[config.mk]
export PLATFORM = sky130hd
export DESIGN_NAME = pixel_sink
export DESIGN_NICKNAME = d
export VERILOG_FILES = /design/src/rtl/pixel_pkg.sv /design/src/rtl/pixel_fifo.sv /design/src/rtl/pixel_sink.sv
export SDC_FILE = /design/constraint.sdc
export NUM_CORES = 1
export LEC_CHECK = 0
export CELL_PAD_IN_SITES_DETAIL_PLACEMENT = 0
export CELL_PAD_IN_SITES_GLOBAL_PLACEMENT = 1
export CORE_UTILIZATION = 50
export CTS_CLUSTER_SIZE = 20
export DETAILED_ROUTE_END_ITERATION = 8
export GPL_TIMING_DRIVEN = 0
export PLACE_DENSITY_LB_ADDON = 0.15
export SYNTH_ARGS = -nofsm -noshare
export SYNTH_HDL_FRONTEND = slang
export SYNTH_HIERARCHICAL = 1
export SYNTH_SLANG_ARGS = --single-unit
[constraint.sdc]
create_clock -name clk -period 5 [get_ports clk]
set_clock_uncertainty 0.2 [all_clocks]
set_input_delay 1 -clock clk [delete_from_list [all_inputs] [get_ports clk]]
set_output_delay 1 -clock clk [all_outputs]
set_load 0.01 [all_outputs]
[src/rtl/pixel_pkg.sv]
// Shared constants and types for the pixel sink: screen geometry, field widths,
// the pixel record carried through the FIFO, and the sink's state encoding.
package pixel_pkg;

    localparam int H_RES   = 640;
    localparam int V_RES   = 480;
    localparam int COLOR_W = 3;
    localparam int X_W     = 10;
    localparam int Y_W     = 9;
    localparam int ADDR_W  = 19;

    typedef struct packed {
        logic [X_W-1:0]     x;
        logic [Y_W-1:0]     y;
        logic [COLOR_W-1:0] color;
    } pixel_t;

    typedef enum logic [1:0] {
        S_RUN,
        S_FLUSH,
        S_CLEAR,
        S_DONE
    } state_t;

endpackage

[src/rtl/pixel_fifo.sv]
// Synchronous circular-buffer FIFO with an explicit occupancy count.
// DEPTH must be a power of two so the pointers wrap naturally.
module pixel_fifo #(
    parameter int WIDTH = 8,
    parameter int DEPTH = 8
) (
    input  logic             clk,
    input  logic             reset,
    input  logic             push_i,
    input  logic             pop_i,
    input  logic [WIDTH-1:0] data_i,
    output logic [WIDTH-1:0] data_o,
    output logic             full_o,
    output logic             empty_o
);

    localparam int PTR_W = $clog2(DEPTH);
    localparam int CNT_W = PTR_W + 1;

    logic [WIDTH-1:0] mem_q [DEPTH];
    logic [PTR_W-1:0] wr_ptr_q;
    logic [PTR_W-1:0] rd_ptr_q;
    logic [CNT_W-1:0] count_q;

    assign full_o  = (count_q == CNT_W'(DEPTH));
    assign empty_o = (count_q == '0);
    assign data_o  = mem_q[rd_ptr_q];

    // NOTE: sequential state is always updated with <= so every register samples
    // pre-edge values, independent of the order the always blocks are evaluated.
    always_ff @(posedge clk) begin
        if (reset) begin
            wr_ptr_q <= '0;
            rd_ptr_q <= '0;
            count_q  <= '0;
        end else begin
            if (push_i) begin
                wr_ptr_q <= wr_ptr_q + 1'b1;
            end
            if (pop_i) begin
                rd_ptr_q <= rd_ptr_q + 1'b1;
            end
            case ({push_i, pop_i})
                2'b10:   count_q <= count_q + 1'b1;
                2'b01:   count_q <= count_q - 1'b1;
                default: count_q <= count_q;
            endcase
        end
    end

    // NOTE: the storage array is deliberately left out of reset; the pointers
    // and count define which entries are valid, so stale data is never read.
    always_ff @(posedge clk) begin
        if (push_i) begin
            mem_q[wr_ptr_q] <= data_i;
        end
    end

endmodule

[src/rtl/pixel_sink.sv]
// Consumer end of the line-drawer pixel stream: clips, buffers and drains pixels
// into the framebuffer write port, and performs full-screen clears on request.
module pixel_sink #(
    parameter int H_RES   = pixel_pkg::H_RES,
    parameter int V_RES   = pixel_pkg::V_RES,
    parameter int COLOR_W = pixel_pkg::COLOR_W,
    parameter int DEPTH   = 8
) (
    input  logic                         clk,
    input  logic                         reset,
    input  logic                         in_valid,
    output logic                         in_ready,
    input  logic [pixel_pkg::X_W-1:0]    in_x,
    input  logic [pixel_pkg::Y_W-1:0]    in_y,
    input  logic [COLOR_W-1:0]           in_color,
    input  logic                         clear_req,
    input  logic [COLOR_W-1:0]           clear_color,
    output logic                         clear_done,
    input  logic                         fb_grant,
    output logic                         fb_we,
    output logic [pixel_pkg::ADDR_W-1:0] fb_addr,
    output logic [COLOR_W-1:0]           fb_data,
    output logic                         busy,
    output logic [15:0]                  drop_count
);

    import pixel_pkg::*;

    localparam logic [ADDR_W-1:0] LAST_ADDR = ADDR_W'(H_RES * V_RES - 1);

    state_t              state_q;
    logic                fb_we_q;
    logic [ADDR_W-1:0]   fb_addr_q;
    logic [COLOR_W-1:0]  fb_data_q;
    logic                clear_done_q;
    logic [15:0]         drop_q;
    logic [ADDR_W-1:0]   sweep_q;
    logic [COLOR_W-1:0]  clear_color_q;

    pixel_t              push_pix;
    pixel_t              head_pix;
    logic                fifo_full;
    logic                fifo_empty;
    logic                transfer;
    logic                clipped;
    logic                push;
    logic                pop;
    logic [ADDR_W-1:0]   head_addr;

    // A pop in the same cycle does not open in_ready when the FIFO is full.
    assign in_ready = !reset && (state_q == S_RUN) && !fifo_full && !clear_req;
    assign transfer = in_valid && in_ready;
    assign clipped  = (int'(in_x) >= H_RES) || (int'(in_y) >= V_RES);
    assign push     = transfer && !clipped;
    assign pop      = fb_grant && !fifo_empty &&
                      ((state_q == S_RUN) || (state_q == S_FLUSH));

    assign push_pix  = '{x: in_x, y: in_y, color: in_color};
    assign head_addr = ADDR_W'(head_pix.y) * ADDR_W'(H_RES) + ADDR_W'(head_pix.x);

    pixel_fifo #(
        .WIDTH ($bits(pixel_t)),
        .DEPTH (DEPTH)
    ) u_fifo (
        .clk     (clk),
        .reset   (reset),
        .push_i  (push),
        .pop_i   (pop),
        .data_i  (push_pix),
        .data_o  (head_pix),
        .full_o  (fifo_full),
        .empty_o (fifo_empty)
    );

    always_ff @(posedge clk) begin
        if (reset) begin
            state_q       <= S_RUN;
            fb_we_q       <= 1'b0;
            fb_addr_q     <= '0;
            fb_data_q     <= '0;
            clear_done_q  <= 1'b0;
            drop_q        <= '0;
            sweep_q       <= '0;
            clear_color_q <= '0;
        end else begin
            fb_we_q      <= 1'b0;
            clear_done_q <= 1'b0;

            if (transfer && clipped && (drop_q != 16'hFFFF)) begin
                drop_q <= drop_q + 16'd1;
            end

            if (pop) begin
                fb_we_q   <= 1'b1;
                fb_addr_q <= head_addr;
                fb_data_q <= head_pix.color;
            end

            case (state_q)
                S_RUN: begin
                    if (clear_req) begin
                        clear_color_q <= clear_color;
                        state_q       <= S_FLUSH;
                    end
                end
                S_FLUSH: begin
                    // Wait for the last queued pixel write to leave the port.
                    if (fifo_empty && !fb_we_q) begin
                        sweep_q <= '0;
                        state_q <= S_CLEAR;
                    end
                end
                S_CLEAR: begin
                    if (fb_grant) begin
                        fb_we_q   <= 1'b1;
                        fb_addr_q <= sweep_q;
                        fb_data_q <= clear_color_q;
                        if (sweep_q == LAST_ADDR) begin
                            clear_done_q <= 1'b1;
                            state_q      <= S_DONE;
                        end else begin
                            sweep_q <= sweep_q + 1'b1;
                        end
                    end
                end
                S_DONE: begin
                    state_q <= S_RUN;
                end
                default: begin
                    state_q <= S_RUN;
                end
            endcase
        end
    end

    assign fb_we      = fb_we_q;
    assign fb_addr    = fb_addr_q;
    assign fb_data    = fb_data_q;
    assign clear_done = clear_done_q;
    assign drop_count = drop_q;
    assign busy       = !fifo_empty || fb_we_q || (state_q != S_RUN);

endmodule

==> results of run 1 <==
registers in the layout (all words and copies together) (netlist names), named ones only:
register / flops
u_fifo/rd_ptr_q: 3
state_q: 2
fb_data: 3
u_fifo/wr_ptr_q: 3
sweep_q: 19
fb_addr: 17
u_fifo/mem_q: 176
clear_color_q: 3
u_fifo/count_q: 4
clear_done: 1
drop_count: 16
fb_we: 1
metrics by stage:
step	utilization	hold WS [ps]	worst slack [ps]	cell area, um2
floorplan	-	237	551	11100
global placement	0.558	254	-1800	12200
detailed placement	0.564	255	193	12300
CTS	0.600	264	304	13100
global route	0.601	290	153	13100
finish	0.601	266	538	13100
worst reg2reg max path, delay by kind of cell (launching register included):
| family | cells | cell delay, ps |
|---|---|---|
| xor gates and xnor gates | 2 | 570 |
| muxes | 2 | 930 |
| AOI/OAI and AO/OA | 2 | 710 |
| DFF | 1 | 330 |
| adders and majority gates | 3 | 960 |
| and+or+nand+nor | 2 | 310 |
| buffers and inverters | 2 | 360 |
cell families (layout without fill, tap and decap cells):
group	after synthesis	count (layout)	share of synthesized area
XOR/XNOR	37	37	0.0292
flip-flops	253	253	0.614
buffers and inverters	53	176	0.0230
AND/OR/NAND/NOR	232	232	0.107
adder cells (fa/ha/maj)	29	29	0.0340
multiplexers	72	72	0.130
AO/OA/AOI/OAI	102	102	0.0627
power groups by stage:
stage / Combinational, W / Sequential, W / Clock [W]
after floorplan: 0.000625 / 0.00242 / 0
after global placement: 0.000967 / 0.00241 / 0
after detailed placement: 0.000995 / 0.00241 / 0
after CTS: 0.00100 / 0.00237 / 0.00181
after global routing: 0.00110 / 0.00238 / 0.00190
final: 0.000999 / 0.00237 / 0.00178
Yosys cell counts (2+ instances only):
cell type / instances
dfxtp_1: 77
a21oi_1: 31
inv_1: 18
o21ai_0: 23
mux2_2: 24
buf_1: 8
nor3_2: 7
or3_1: 14
mux4_1: 38
o2111ai_1: 4
nand4_1: 12
and4_2: 2
nor3_1: 15
buf_6: 7
ha_1: 27
clkbuf_1: 16
nor2b_1: 6
nand2_1: 57
mux4_2: 6
a311oi_1: 11
xnor2_1: 18
nor4_2: 2
edfxtp_1: 176
nor2_1: 65
nand2b_1: 7
mux2i_1: 4
xor2_1: 19
a211oi_1: 2
fa_1: 2
a21o_1: 4
a31oi_1: 3
o211ai_1: 4
and3_1: 5
and2_1: 2
a221oi_1: 2
o41ai_1: 2
nand3_1: 22
nor3b_1: 2
o221ai_1: 2
and4_1: 5
buf_2: 2
nor4b_1: 2
metal layers:
layer  vias up  track usage  wire length, um
met5         -            0                0
met4         0       0.0450              348
met3        33       0.0370             1420
met2       195        0.382            12100
met1      3376        0.288            10300
li1       3233            -                -
cell type report:
cell class	instances	area share
multi-input combinational	472	0.311
clock buffer	36	0.0557
inverter	19	0.00544
timing repair buffer	77	0.0612
sequential	253	0.521
clock inverter	10	0.00477
buffer	34	0.0141
tap	280	0.0267
placed cells by master, fill, tap and decap left out, drive strengths merged, types with 3 or more instances in the layout:
| master | instances |
|---|---|
| or3 | 14 |
| nand2 | 57 |
| nand2b | 7 |
| ha | 27 |
| dfxtp | 77 |
| and4 | 7 |
| clkbuf | 54 |
| a31oi | 3 |
| buf | 22 |
| o211ai | 5 |
| inv | 19 |
| clkinv | 9 |
| clkdlybuf4s50 | 71 |
| nor4 | 3 |
| mux2i | 4 |
| o2111ai | 4 |
| mux4 | 44 |
| and3 | 5 |
| nor2 | 65 |
| nand3 | 22 |
| a21oi | 31 |
| a211oi | 4 |
| mux2 | 24 |
| xnor2 | 18 |
| edfxtp | 176 |
| o21ai | 24 |
| nand4 | 13 |
| nor3 | 22 |
| a311oi | 11 |
| xor2 | 19 |
| nor2b | 6 |
| a21o | 4 |
path summary, 6_finish.rpt:
| path | startpoint | to | slack [ps] | depth (start not counted) |
|---|---|---|---|---|
| hold / removal | clear_color_q[0]$_SDFFE_PP0P_ | clear_color_q[0]$_SDFFE_PP0P_ | 270 | 2 |
| hold reg to reg | clear_color_q[0]$_SDFFE_PP0P_ | clear_color_q[0]$_SDFFE_PP0P_ | 270 | 2 |
| setup reg to reg | flip-flop | flip-flop | 540 | 13 |
| setup / recovery | flip-flop | flip-flop | 540 | 13 |
what timing repair did:
action	in CTS	in global routing
setup buffers	0	0
gates resized for setup	0	1
endpoints found under the setup margin	0	1
hold buffers	0	0
==> summary.txt, run 1 <==
Logic synthesis
  • Synth Cell Area: 11100 um2
  • Post-synth ARST share: 0
  • Synth top area cells: edfxtp_1 (48%), dfxtp_1 (14%), mux4_1 (9.0%)
  • Mapped Nets: 837
  • Register area share after synthesis: 0.614
  • Synth cell types: 65
  • Area fraction of the dominant cell type after synthesis: 0.476
  • Avg Cell Area, Syn: 14.3 um2
  • Top_reg_cell synth: edfxtp_1
  • Post-synthesis cell count: 778
  • Largest area contributor in the netlist: edfxtp_1
  • Synthesized flop and latch total: 253
  • Number of enable flip-flop cells after synthesis: 176
  • Syn. warnings: 6

Job
  • Max_cap viols: 0

Power and ir drop
  • Power per cell area: 393 nW/um2
  • Pleak: 4.34 nW
  • Comb pwr share: 0.194
  • Design Power: 0.00515 W
  • Int Pwr: 0.00378 W
  • Sequential share of power: 0.460
  • Sw Ratio: 0.266
  • P_sw: 0.00137 W
  • VDD IR max: 0.347 mV
  • Clk network pwr share: 0.346

Die
  • Die Span Y: 151 um
  • Die width: 151 um
  • Starting density of the core: 0.509
  • # IOs: 72
  • DIE AREA: 22800 um2
  • Area of the core: 21800 um2
  • Row cnt: 54

Clocking
  • CTS Buf Count: 27
  • Worst-Skew Late Latency: 540 ps
  • Clock buffer depth: 3
  • Num Clock Sinks: 253
  • CTS tree: built
  • H-tree lvl count: 1
  • CTS root buf: clkbuf_16
  • Reg clk slew, reported paths: 60 ps

STA
  • Worst slew pin tran: 891 ps
  • Headroom to the max-slew limit: 0.404
  • Final setup TNS: 0 ps
  • Minimum clock period: 4460 ps
  • Final Hold Fails: 0
  • Fmax: 224 MHz
  • Final setup fails: 0
  • Fin. max-slew vios: 0
  • Period Utilization, post-route: 0.892
  • RSZ-0062 raised after global routing: no

Drt
  • DRT Wirelength: 24200 um
  • Vias per std cell: 5.79
  • Iter 0 DRT Violations: 296
  • WL per Instance: 20.5 um
  • Vias: 6837
  • 1st-pass router iterations: 4
  • Drt drc: 0
  • Final antenna-violating net count: 0

Placed design
  • Placed insts: 1135
  • Final GP Congestion: 0.883
  • Port Buffers: 71
  • Post-DP HPWL: 16700 um

Critical path
  • Critical Path RT: 5230 ps
  • CP delay by family, top: adder cells
  • Crit-path max cell delay: 600 ps
  • Worst path slowest cell: mux4_1
  • CP bufs+invs: 2
  • Crit path DAT: 4690 ps
  • Setup crit end kind: flip-flop
  • Kind of critical path: flip-flop to flip-flop
  • Crit path max fanout: 10
  • Setup crit start kind: flip-flop
  • Critical path cell sequence: buf_6, buf_6, mux4_1, mux2_2, ha_1, ha_1, fa_1, a211oi_2, nor2_1, xnor2_1, nand4_1, xor2_1, a2111oi_2

Final layout
  • Fillers: 1688
  • Area of the multi-input gates: 4080 um2
  • Share of cells above drive strength 1: 0.124
  • Synthesis-to-layout area growth: 17.9%
  • Final nets: 943
  • Fin cells: 1181
  • Ant diodes: 0
  • FF/Latch Area: 6830 um2

Global route
  • Pin count of the biggest net entering global routing: 23
  • First-pass GRT wire length: 37300 um
  • GRT Resource Usage Total: 0.219
  • GRT overflow: 0
  • Vias in the first global route: 6732
  • Initial antenna violation count: 0

Outcome
  • Run status: completed

Min path
  • HP Class: flip-flop to flip-flop
Power figures use the tool's default switching activity.
==> run 2, diff against run 1 <==
- ABC_AREA: default -> 1
- CORE_UTILIZATION: 50 -> 47
==> run 2 against run 1 <==
Sequential power rose by 3%. Combinational power rose by 87%. Sequential cell count did not move. Fmax rose by 15%. Sequential share of layout area fell by 3.5 points. Global-route usage rose by 2.1 points. Clock power rose by 15%. Synthesized cell count rose by 58%.
==> summary.txt, run 2 <==
Logic synthesis
  • Post-synthesis cell count: 1226 (was 778)
  • Top post-synthesis cells by count: nand2_1 (247), edfxtp_1 (176), nor2_1 (161) (was edfxtp_1 (176), dfxtp_1 (77), nor2_1 (65))
  • Synth Cell Area: 11900 um2 (was 11100 um2)
  • Main combinational cell family by area after synthesis: simple AND/OR/NAND/NOR gates (was multiplexers)
  • Count leader, synth: nand2_1 (was edfxtp_1)
  • Avg Cell Area, Syn: 9.69 um2 (was 14.3 um2)
  • Synth top area cells: edfxtp_1 (45%), dfxtp_1 (13%), nand2_1 (7.8%) (was edfxtp_1 (48%), dfxtp_1 (14%), mux4_1 (9.0%))
  • Post-synth ARST share: 0 (unchanged)
  • Adder-Cell Fraction of Synth Area: 0.0318 (was 0.0340)
  • Mapped Nets: 1285 (was 837)
  • Register area share after synthesis: 0.575 (was 0.614)
  • Number of enable flip-flop cells after synthesis: 176 (unchanged)
  • Synth Area in XOR/XNOR: 0.0170 (was 0.0292)
  • Top_reg_cell synth: edfxtp_1 (unchanged)
  • Area fraction of the dominant cell type after synthesis: 0.445 (was 0.476)
  • Syn. warnings: 6 (unchanged)
  • Synth Area in Simple Gates: 0.191 (was 0.107)
  • Synthesized flop and latch total: 253 (unchanged)
  • Synth cell types: 50 (was 65)
  • Compound-Gate Fraction of Synth Area: 0.106 (was 0.0627)
  • Multiplexer share of the synthesized area: 0.0185 (was 0.130)
  • Largest area contributor in the netlist: edfxtp_1 (unchanged)

STA
  • RSZ-0062 raised after global routing: no (unchanged)
  • Minimum clock period: 3870 ps (was 4460 ps)
  • Fmax: 259 MHz (was 224 MHz)
  • Headroom to the max-slew limit: 0.397 (was 0.404)
  • Fin. max-slew vios: 0 (unchanged)
  • Final Hold Fails: 0 (unchanged)
  • Worst slew pin tran: 904 ps (was 891 ps)
  • Final setup fails: 0 (unchanged)
  • Period Utilization, post-route: 0.773 (was 0.892)

Power and ir drop
  • Comb pwr share: 0.295 (was 0.194)
  • Power per cell area: 453 nW/um2 (was 393 nW/um2)
  • Pleak: 5.09 nW (was 4.34 nW)
  • Clk network pwr share: 0.320 (was 0.346)
  • Sequential share of power: 0.385 (was 0.460)
  • VDD IR max: 0.252 mV (was 0.347 mV)
  • Int Pwr: 0.00430 W (was 0.00378 W)
  • P_sw: 0.00206 W (was 0.00137 W)
  • Sw Ratio: 0.324 (was 0.266)

Critical path
  • Critical path cell sequence: clkdlybuf4s50_1, nand4_1, nand2_1, nor2_1, inv_1, or2_2, nor2_2, buf_8 (was buf_6, buf_6, mux4_1, mux2_2, ha_1, ha_1, fa_1, a211oi_2, nor2_1, xnor2_1, nand4_1, xor2_1, a2111oi_2)
  • Worst path slowest cell: nor2_2 (was mux4_1)
  • Crit-path max cell delay: 710 ps (was 600 ps)
  • Setup crit start kind: input pin (was flip-flop)
  • Setup crit end kind: flip-flop (unchanged)
  • CP startpoint: in_y[7]
  • Stages on worst setup path: 8 (was 13)
  • FF-to-FF End: fb_addr[18]$_SDFF_PP0_
  • CP bufs+invs: 3 (was 2)
  • Setup slack, reg-to-reg: 1170 ps (was 540 ps)
  • Crit path DAT: 3910 ps (was 4690 ps)
  • Crit path max fanout: 12 (was 10)
  • Critical Path Sink: u_fifo/mem_q[6][4]$_DFFE_PP_
  • Worst Reg-to-Reg Cells: 20 (was 13)
  • Critical Path RT: 5040 ps (was 5230 ps)
  • CP delay by family, top: simple AND/OR/NAND/NOR gates (was adder cells)
  • Kind of critical path: input pin to flip-flop (was flip-flop to flip-flop)

Clocking
  • # hold bufs at CTS: 0 (unchanged)
  • CTS root buf: clkbuf_16 (unchanged)
  • H-tree lvl count: 1 (unchanged)
  • Post-CTS Setup Bufs: 0 (unchanged)
  • CTS tree: built (unchanged)
  • Clock buffer depth: 3 (unchanged)
  • CTS resizes: 0 (unchanged)
  • Num Clock Sinks: 253 (unchanged)
  • Reg clk slew, reported paths: 60 ps (about the same)
  • Worst-Skew Late Latency: 540 ps (about the same)
  • CTS Buf Count: 28 (was 27)

Final layout
  • Fin cells: 1679 (was 1181)
  • Synthesis-to-layout area growth: 18.2% (was 17.9%)
  • Max reg flops: 176 (unchanged)
  • Most frequent cells in the layout: nand2_1 (247), edfxtp_1 (176), nor2_1 (153) (was edfxtp_1 (176), dfxtp_1 (77), clkdlybuf4s50_1 (71))
  • Share of cells above drive strength 1: 0.103 (was 0.124)
  • Fillers: 2201 (was 1688)
  • Fin area: 14000 um2 (was 13100 um2)
  • Most flops, register: u_fifo/mem_q (unchanged)
  • Ant diodes: 0 (unchanged)
  • Commonest non-fill, non-tap cell in the layout: nand2_1 (was edfxtp_1)
  • Final nets: 1392 (was 943)

Global route
  • Pin count of the biggest net entering global routing: 23 (unchanged)
  • GRT Resource Usage Total: 0.240 (was 0.219)
  • GRT overflow: 0 (unchanged)
  • First-pass GRT wire length: 48200 um (was 37300 um)
  • Vias in the first global route: 8725 (was 6732)
  • Initial antenna violation count: 0 (unchanged)

Die
  • # IOs: 72 (unchanged)
  • DIE AREA: 25900 um2 (was 22800 um2)
  • Row cnt: 57 (was 54)
  • Starting density of the core: 0.484 (was 0.509)
  • Die width: 161 um (was 151 um)
  • Area of the core: 24500 um2 (was 21800 um2)
  • Die Span Y: 161 um (was 151 um)

Placed design
  • Final GP Congestion: 0.912 (was 0.883)
  • Post-DP HPWL: 21300 um (was 16700 um)
  • Placed insts: 1627 (was 1135)
  • DP Area: 13100 um2 (was 12300 um2)
  • Port Buffers: 71 (unchanged)

Drt
  • DR top layer: met4 (unchanged)
  • Final antenna-violating net count: 0 (unchanged)
  • Met2 wire length: 14200 um (was 12100 um)
  • Metal3 WL: 1500 um (was 1420 um)
  • 1st-pass router iterations: 5 (was 4)
  • DRT Wirelength: 30400 um (was 24200 um)
  • Drt drc: 0 (unchanged)
  • M1 WL: 14100 um (was 10300 um)
  • Vias: 8973 (was 6837)
  • WL per Instance: 18.1 um (was 20.5 um)
  • Iter 0 DRT Violations: 716 (was 296)
  • Vias per std cell: 5.34 (was 5.79)

Job
  • Max_cap viols: 0 (unchanged)

Outcome
  • Run status: completed (unchanged)

Min path
  • HP Class: flip-flop to flip-flop (unchanged)
==> run 2: worst register-to-register path, delay by kind of cell (launching register included) <==
family	cells	cell delay (ps)
buffers and inverters	3	690
AOI/OAI and AO/OA	3	450
adders and majority gates	3	950
DFF	1	310
and+or+nand+nor	11	1140
==> run 2: area by class of cell <==
| type | count | area [um2] | area share |
|---|---|---|---|
| Clock inverter | 19 | 176 | 0.0126 |
| Timing Repair Buffer | 77 | 801 | 0.0570 |
| Inverter | 97 | 367 | 0.0261 |
| Clock buffer | 33 | 749 | 0.0534 |
| Tap cell | 324 | 405 | 0.0289 |
| Sequential cell | 253 | 6830 | 0.486 |
| Multi-Input combinational cell | 824 | 4360 | 0.310 |
| Buffer | 52 | 358 | 0.0255 |
==> run 2: routing by layer <==
layer  vias to the layer above  track usage
met4                         0       0.0617
met1                      4272        0.349
met5                         -            0
li1                       4428            -
met3                        44       0.0209
met2                       229        0.387
==> run 2: worst min-delay path by stage <==
stage | startpoint | endpoint | slack [ps] | cells past startpoint
after global routing | u_fifo/wr_ptr_q[0]$_SDFFE_PP0P_ | u_fifo/wr_ptr_q[0]$_SDFFE_PP0P_ | 330 | 2
after global placement | clear_color_q[1]$_SDFFE_PP0P_ | clear_color_q[1]$_SDFFE_PP0P_ | 280 | 2
after detailed placement | clear_color_q[1]$_SDFFE_PP0P_ | clear_color_q[1]$_SDFFE_PP0P_ | 290 | 2
final | clear_color_q[1]$_SDFFE_PP0P_ | clear_color_q[1]$_SDFFE_PP0P_ | 300 | 2
after CTS | clear_color_q[1]$_SDFFE_PP0P_ | clear_color_q[1]$_SDFFE_PP0P_ | 300 | 2
after floorplan | clear_color_q[0]$_SDFFE_PP0P_ | clear_color_q[0]$_SDFFE_PP0P_ | 250 | 2
==> run 2: kinds of logic after synthesis <==
| family | after synthesis |
|---|---|
| and+or+nand+nor | 526 |
| DFF | 253 |
| AOI/OAI and AO/OA | 224 |
| buffers and inverters | 149 |
| adders and majority gates | 29 |
| xor gates and xnor gates | 23 |
| muxes | 22 |
==> run 2: stage by stage <==
step	worst slack [ps]	util	total power, W	hold slack, ps	setup TNS [ps]
after global placement	-339	0.530	0.00434	281	-19780
after CTS	1180	0.572	0.00640	300	0
after detailed placement	624	0.534	0.00437	286	0
final	1130	0.572	0.00636	297	0
after floorplan	1310	-	0.00372	252	0
after global routing	858	0.572	0.00674	326	0
==> run 2: power groups by stage <==
stage                     clock [W]  sequential, W  combinational, W
after global placement            0        0.00250           0.00185
after global routing        0.00216        0.00246           0.00211
after detailed placement          0        0.00250           0.00187
after floorplan                   0        0.00250           0.00122
after CTS                   0.00206        0.00245           0.00188
final                       0.00204        0.00245           0.00187
==> run 3, diff against run 2 <==
- CORE_UTILIZATION: 47 -> 42
- clock period: 5 -> 3.4 ns (I/O delays scaled with it)
==> run 3 against run 2 <==
Combinational power grew 74%. Power rose by 55%. Hold slack improved by 0.77 ps. Largest power group unchanged. Die area increased by 12%. Largest cell class unchanged. First-iteration DRC count down 13%. Final cell count rose by 4.2%. Sequential power grew 47%. Setup slack lost 980 ps. Design area rose by 4.6%. Utilization shrank 4.3 points. Wire length grew 3.3%.
==> summary.txt, run 3 (synthesis results as in run 2) <==
Clocking
  • Reg clk slew, reported paths: 60 ps (about the same)
  • # hold bufs at CTS: 0 (unchanged)
  • CTS Buf Count: 28 (unchanged)
  • CTS root buf: clkbuf_16 (unchanged)
  • Worst-Skew Late Latency: 550 ps (was 540 ps)
  • Clock buffer depth: 3 (unchanged)
  • H-tree lvl count: 1 (unchanged)
  • Num Clock Sinks: 253 (unchanged)
  • CTS tree: built (unchanged)

Die
  • # IOs: 72 (unchanged)
  • Die Span Y: 170 um (was 161 um)
  • DIE AREA: 29000 um2 (was 25900 um2)
  • Die width: 170 um (was 161 um)
  • Area of the core: 27800 um2 (was 24500 um2)
  • Row cnt: 61 (was 57)
  • Starting density of the core: 0.427 (was 0.484)

Drt
  • Iter 0 DRT Violations: 626 (was 716)
  • Vias: 9036 (was 8973)
  • 1st-pass router iterations: 5 (unchanged)
  • WL per Instance: 18.0 um (was 18.1 um)
  • DRT Wirelength: 31400 um (was 30400 um)
  • Vias per std cell: 5.17 (was 5.34)
  • Final antenna-violating net count: 0 (unchanged)
  • Drt drc: 0 (unchanged)

Final layout
  • Synthesis-to-layout area growth: 23.7% (was 18.2%)
  • Final Util: 0.529 (was 0.572)
  • Ant diodes: 0 (unchanged)
  • Most flops, register: u_fifo/mem_q (unchanged)
  • Share of cells above drive strength 1: 0.152 (was 0.103)
  • Most frequent cells in the layout: nand2_1 (233), edfxtp_1 (176), nor2_1 (147) (was nand2_1 (247), edfxtp_1 (176), nor2_1 (153))
  • Final nets: 1412 (was 1392)
  • Commonest non-fill, non-tap cell in the layout: nand2_1 (unchanged)
  • Max reg flops: 176 (unchanged)

STA
  • Hold_ws: 298 ps (was 297 ps)
  • RSZ-0062 raised after global routing: yes (was no)
  • Minimum clock period: 3250 ps
  • Headroom to the max-slew limit: 0.388 (was 0.397)
  • Final setup fails: 0 (unchanged)
  • Fin. max-slew vios: 0 (unchanged)
  • Worst slew pin tran: 917 ps (was 904 ps)
  • Fmax: 308 MHz
  • Final worst setup slack: 149 ps (was 1130 ps)
  • Final Hold Fails: 0 (unchanged)
  • Period Utilization, post-route: 0.956

Placed design
  • Final GP Congestion: 0.888 (was 0.912)
  • Post-DP HPWL: 21500 um (was 21300 um)
  • Port Buffers: 71 (unchanged)
  • Place WS: -674 ps (was 624 ps)

Power and ir drop
  • VDD IR max: 0.362 mV (was 0.252 mV)
  • Pleak: 5.24 nW (was 5.09 nW)
  • Power per cell area: 673 nW/um2 (was 453 nW/um2)

Critical path
  • Crit path DAT: 3530 ps (was 3910 ps)
  • Setup crit start kind: flip-flop (was input pin)
  • Setup crit end kind: flip-flop (unchanged)
  • Crit path max fanout: 8 (was 12)
  • Critical Path RT: 3670 ps (was 5040 ps)
  • Kind of critical path: flip-flop to flip-flop (was input pin to flip-flop)

Global route
  • Vias in the first global route: 8846 (was 8725)
  • GRT overflow: 0 (unchanged)
  • First-pass GRT wire length: 49100 um (was 48200 um)
  • GRT Resource Usage Total: 0.222 (was 0.240)
  • Pin count of the biggest net entering global routing: 23 (unchanged)
  • Initial antenna violation count: 0 (unchanged)

Job
  • Max_cap viols: 0 (unchanged)

Min path
  • Hold Crit Start: u_fifo/rd_ptr_q[1]$_SDFFE_PP0P_ (was clear_color_q[1]$_SDFFE_PP0P_)
  • HP Class: flip-flop to flip-flop (unchanged)

Outcome
  • Run status: completed (unchanged)
==> run 3: area by class of cell <==
class                           instances  area (um2)
Buffer                                 52         437
Clock buffer                           37         766
Clock inverter                         11         156
Fill cell                            2558       13100
Inverter                               97         375
Multi-Input combinational cell        825        4660
Sequential cell                       253        6830
Tap cell                              378         473
Timing Repair Buffer                   96         995
==> run 3: critical path, cell delays in order (launching register included) <==
cell and delay [ps]:
dfxtp_2 320, buf_8 140, inv_6 70, buf_8 130
buf_12 120, nor2_1 40, o22ai_1 160, nand2_1 80
nand2_2 120, ha_4 220, ha_4 160, fa_2 560
nand3_4 90, inv_2 70, nand3_4 70, nor2_4 110
buf_4 110, nand3_1 70, nand2_1 90, nand3_2 80
a21oi_1 160
==> run 3: worst paths after layout <==
path                to  slack [ps]  cells after the start
min          flip-flop         300                      2
max reg2reg  flip-flop         150                     20
max          flip-flop         150                     20
min reg2reg  flip-flop         300                      2
==> run 3: metal layers <==
metal / part of all wire / vias up / track usage
met5: 0 / - / 0
met4: 0.016 / 0 / 0.0478
met3: 0.043 / 41 / 0.0281
met2: 0.47 / 188 / 0.369
met1: 0.47 / 4346 / 0.309
li1: - / 4461 / -
==> run 3: metrics by stage <==
stage	setup TNS [ps]	total power (W)	cells	area (um2)
final	0	0.00988	1749	14700
after global routing	-62.7	0.0105	1749	14700
after CTS	-0.527	0.00956	1731	14200
after detailed placement	-76840	0.00644	1680	13200
after global placement	-261580	0.00642	1675	13100
after floorplan	0	0.00547	1226	11900
==> run 3: what timing repair did <==
action	in CTS	in global routing
resized for setup	31	74
hold endpoints to repair	0	0
setup endpoints to repair	54	41
cloned	0	3
setup buffers	3	15
pin swaps	6	17
==> run 3: where the power goes <==
group	internal, W	switching, W
sequential	0.00347	0.000141
combinational	0.00135	0.00191
clock	0.00181	0.00120
total	0.00663	0.00325
